==> config.mk <==
export PLATFORM = sky130hd
export DESIGN_NAME = mux_n_pipe
export DESIGN_NICKNAME = d
export VERILOG_FILES = /design/src/rtl/mux_n_pipe.sv
export SDC_FILE = /design/constraint.sdc
export NUM_CORES = 1
export LEC_CHECK = 0
export BUFFER_PORTS_ARGS = -buffer_cell sky130_fd_sc_hd__buf_2
export CORE_MARGIN = 2
export CORE_UTILIZATION = 35
export DETAILED_ROUTE_END_ITERATION = 10
export PLACE_DENSITY = 0.6
export SLEW_MARGIN = 20
export SYNTH_ARGS = -nofsm -noshare
export SYNTH_HDL_FRONTEND = slang
export SYNTH_SLANG_ARGS = --single-unit
export TNS_END_PERCENT = 10
==> constraint.sdc <==
create_clock -name clk -period 1.95 [get_ports clk]
set_input_delay 0.195 -clock clk [delete_from_list [all_inputs] [get_ports clk]]
set_output_delay 0.195 -clock clk [all_outputs]
set_load 0.1 [all_outputs]
==> src/rtl/mux_n_pipe.sv <==
// N:1 datapath multiplexer feeding a two-entry (main + skid) registered valid/ready stage.
// Out-of-range selects produce ERR_DATA tagged with out_err; flush drops every buffered beat.
module mux_n_pipe #(
    parameter int                WIDTH    = 16,
    parameter int                NUM_IN   = 4,
    parameter logic [WIDTH-1:0]  ERR_DATA = '0,
    localparam int               SEL_W    = $clog2(NUM_IN)
) (
    input  logic                    clk,
    input  logic                    rst,
    input  logic                    flush,
    input  logic [NUM_IN*WIDTH-1:0] in_data,
    input  logic [SEL_W-1:0]        sel,
    input  logic                    in_valid,
    output logic                    in_ready,
    output logic [WIDTH-1:0]        out_data,
    output logic                    out_err,
    output logic                    out_valid,
    input  logic                    out_ready
);

    // Handshake: a beat moves on a rising edge only when valid and ready are both 1
    // on that side; valid never waits for ready, and in_ready never depends on out_ready.
    logic [WIDTH-1:0] main_data_q, main_data_d;
    logic             main_err_q,  main_err_d;
    logic             main_valid_q, main_valid_d;
    logic [WIDTH-1:0] skid_data_q, skid_data_d;
    logic             skid_err_q,  skid_err_d;
    logic             skid_valid_q, skid_valid_d;

    logic [WIDTH-1:0] sel_data;
    logic             sel_err;
    logic             accept;
    logic             emit;

    always_comb begin
        sel_data = ERR_DATA;
        sel_err  = 1'b1;
        for (int i = 0; i < NUM_IN; i++) begin
            if (int'(sel) == i) begin
                sel_data = in_data[i*WIDTH +: WIDTH];
                sel_err  = 1'b0;
            end
        end
    end

    assign in_ready  = ~skid_valid_q & ~rst;
    assign accept    = in_valid & in_ready;
    assign emit      = main_valid_q & out_ready;
    assign out_data  = main_data_q;
    assign out_err   = main_err_q;
    assign out_valid = main_valid_q;

    always_comb begin
        main_data_d  = main_data_q;
        main_err_d   = main_err_q;
        main_valid_d = main_valid_q;
        skid_data_d  = skid_data_q;
        skid_err_d   = skid_err_q;
        skid_valid_d = skid_valid_q;
        if (flush) begin
            main_valid_d = 1'b0;
            skid_valid_d = 1'b0;
        end else if (skid_valid_q) begin
            // FULL: input side is closed, skid refills main once main drains.
            if (emit) begin
                main_data_d  = skid_data_q;
                main_err_d   = skid_err_q;
                skid_valid_d = 1'b0;
            end
        end else if (main_valid_q) begin
            if (accept && emit) begin
                main_data_d = sel_data;
                main_err_d  = sel_err;
            end else if (accept) begin
                skid_data_d  = sel_data;
                skid_err_d   = sel_err;
                skid_valid_d = 1'b1;
            end else if (emit) begin
                main_valid_d = 1'b0;
            end
        end else if (accept) begin
            main_data_d  = sel_data;
            main_err_d   = sel_err;
            main_valid_d = 1'b1;
        end
    end

    always_ff @(posedge clk) begin
        if (rst) begin
            main_data_q  <= '0;
            main_err_q   <= 1'b0;
            main_valid_q <= 1'b0;
            skid_data_q  <= '0;
            skid_err_q   <= 1'b0;
            skid_valid_q <= 1'b0;
        end else begin
            main_data_q  <= main_data_d;
            main_err_q   <= main_err_d;
            main_valid_q <= main_valid_d;
            skid_data_q  <= skid_data_d;
            skid_err_q   <= skid_err_d;
            skid_valid_q <= skid_valid_d;
        end
    end

endmodule

==> metrics.md <==
| Metric | Value |
|---|---|
| Clock Sinks | 36 |
| Post-synthesis register bit count | 36 |
| Syn Area/Cell | 8.40 um2 |
| Pin count of the biggest net entering global routing | 32 |
| Crit Path Max Fanout | 9 |
| Count of cell types in the netlist | 31 |
| Setup Crit Path Kind | reg -> out |
| Die X | 80.1 um |
| Initial antenna violation count | 0 |
| CTS buffer count | 5 |
| Final max-slew violation count | 0 |
| Avg WL per Cell | 14.4 um |
| Rows | 27 |
| Detailed Routing Iterations Pass 1 | 4 |
| Mux contribution to synthesized area | 16.8% |
| Synth Area in Adders | 0% |
| Port buffer count | 89 |
| Die extent in y | 80.1 um |
| R2R setup slack | 320 ps |
| Synth Area in Compound Gates | 27.3% |
| Clock power frac | 33.7% |
| RSZ-0062 raised after global routing | no |
| Layout Skew | 8.07 ps |
| Ports | 90 |
| Total gr overflow | 0 |
| Least-Margin Pin Slew | 834 ps |
| Setup bufs post-CTS | 0 |
| Hold Path End | out_valid$_SDFFE_PP0N_ |
| Hold Crit Start | rst |
| Seq/Total Area, Yosys | 35.6% |
| Synth Area in XOR/XNOR | 0% |
| Maximum vdd ir drop | 0.322 mV |
| Rel. slew slack | 44.3% |
| All-Layer GR Usage | 18.1% |
| Switching power | 0.689 mW |
| Finished Cell Area | 2610 um2 |
| Seq pwr share | 39.0% |
| Minimum clock period | 1640 ps |
| Cell area power density | 766 nW/um2 |
| Post-DP HPWL | 4060 um |
| Clock transition at path regs | 80 ps |
| Arr. time, crit path | 1440 ps |
| Syn. warnings | 0 |
| Clock Latency Late Sink | 300 ps |
| MaxCap Viol Count | 0 |
| Syn Nets | 312 |
| FMAX | 611 MHz |
| Resized cells post-CTS | 0 |
| Layout Cells excl Fill | 398 |
| Logic pwr share | 27.2% |
| RePlAce Congestion | 0.812 |
| Most frequent cells in the layout | 89 x buf_2, 36 x dfxtp_1, 34 x nor2_1, 34 x a21oi_1, 17 x nand2_1 |
| Int Power | 1.31 mW |
| Final Hold Fails | 0 |
| 1st-iter DRT viols | 95 |
| Clock root cell | clkbuf_8 |
| Final net count | 396 |
| Simple-Gate Fraction of Synth Area | 13.2% |
| DR vias | 2050 |
| Overall power | 2.00 mW |
| HP Class | in -> reg |
| Largest family of logic cells by synthesized area | compound AO/OA/AOI/OAI gates |
| DIE AREA | 6410 um2 |
| Startpoint Class | flip-flop |
| CTS tree | yes |
| Layout cells sized above 1 | 38.0% |
| Cells on worst reg2reg path | 4 |
| Vias in the first global route | 1880 |
| FF-to-FF End | out_data[14]$_SDFFE_PP0P_ |
| Mapped Area | 2020 um2 |
| Switching Share | 34.4% |
| Post-CTS Hold Buffers | 0 |
| Final wirelength | 5750 um |
| Core ar. | 5540 um2 |
| P_leak | 1.18 nW |
| Layout area overhead | 29.0% |
| Final setup vio count | 0 |
| Commonest non-fill, non-tap cell in the layout | buf_2 |
| Worst setup EP type | output port |
| Residual DRC | 0 |
| Placed instance area | 2500 um2 |
| Clock buffer depth | 2 |
| H-tree levels | 2 |
| First-pass GRT wire length | 8850 um |
| WP data required | 1750 ps |
| Min Hold Slack | 167 ps |
| # diodes | 0 |
| Hold path depth | 2 |
| Initial core utilization | 36.5% |
| Mapped Cells | 241 |
| Status | completed |
| Fin crit share | 84.0% |
| Routed Antenna Nets | 0 |
| Avg Vias per Cell | 5.15 |
| Placed Cells | 390 |
| R2R Path Start | skid_valid_q$_SDFF_PP0_ |
[cells in the mapped netlist, drive strengths merged]
master,number,area share (%)
a31oi,16,4.9
or2,2,0.62
buf,17,6.1
mux2i,16,7.9
nor3,3,1.5
a22oi,1,0.37
nand2,17,3.2
nor2b,1,0.31
o21ba,1,0.80
clkbuf,3,0.56
nor2,35,6.5
a21oi,35,8.8
nand4b,1,0.43
dfxtp,36,36
and2,2,0.62
mux2,16,8.9
inv,3,0.56
o2bb2ai,16,6.9
o21bai,1,0.37
a2111oi,1,0.43
a21boi,1,0.37
o21ai,17,4.2
[metal layers]
layer  global-route usage (%)  vias up  part of all wire (%)
li1                         -     1038                     -
met5                        0        -                     0
met4                     10.0        0                   2.5
met2                     28.4       75                    47
met3                     3.48       12                   6.9
met1                     23.3      925                    44
[power by group through the flow]
| stage | Clock [mW] | Sequential [mW] | Combinational, mW |
|---|---|---|---|
| floorplan | 0 | 0.985 | 0.221 |
| global placement | 0 | 0.798 | 0.544 |
| detailed placement | 0 | 0.798 | 0.548 |
| CTS | 0.682 | 0.781 | 0.549 |
| global route | 0.726 | 0.785 | 0.587 |
| finish | 0.675 | 0.781 | 0.545 |
[state kept, by name, indices dropped and copies added (netlist names)]
name and count:
out_valid 1, out_data 16, out_err 1, skid_data_q 16, skid_valid_q 1, skid_err_q 1
[stage by stage]
step           util (%)  worst slack [ps]  TNS (ps)
2_1_floorplan         -             -36.9      -369
3_3_place_gp       45.1               359         0
3_5_place_dp       45.1               325         0
4_1_cts            47.2               296         0
5_1_grt            47.2               162         0
6_report           47.2               312         0
[kinds of logic (layout without fill, tap and decap cells)]
family	count (synthesis)	in the layout
compound gates	89	89
mux	32	32
flops	36	36
simple gates	61	61
buf+inv	23	108
[layout make-up]
| cell class | instances | area, um2 |
|---|---|---|
| Fill cell | 577 | 2930 |
| Multi-Input combinational cell | 182 | 1160 |
| Sequential cell | 36 | 721 |
| Timing Repair Buffer | 97 | 518 |
| Tap cell | 72 | 90.1 |
| Clock buffer | 5 | 68.8 |
| Clock inverter | 3 | 42.5 |
| Inverter | 3 | 11.3 |
[critical path, stage by stage, from the launching register on]
cell     delay, ps
dfxtp_1        390
buf_4          220
nor2_2         100
buf_2          420
[how the worst max path moves through the flow]
stage                       startpoint                            to  slack, ps  cells after the start
6_report       skid_valid_q$_SDFF_PP0_                      in_ready        310                      3
5_1_grt        skid_valid_q$_SDFF_PP0_     out_data[14]$_SDFFE_PP0P_        160                      4
4_1_cts        skid_valid_q$_SDFF_PP0_  skid_data_q[11]$_SDFFE_PP0P_        300                      4
3_5_place_dp   skid_valid_q$_SDFF_PP0_   skid_data_q[7]$_SDFFE_PP0P_        320                      4
3_3_place_gp   skid_valid_q$_SDFF_PP0_   skid_data_q[6]$_SDFFE_PP0P_        360                      4
2_1_floorplan   out_valid$_SDFFE_PP0N_      out_data[0]$_SDFFE_PP0P_        -40                      5
No activity file was read; power rests on OpenSTA's default activity.
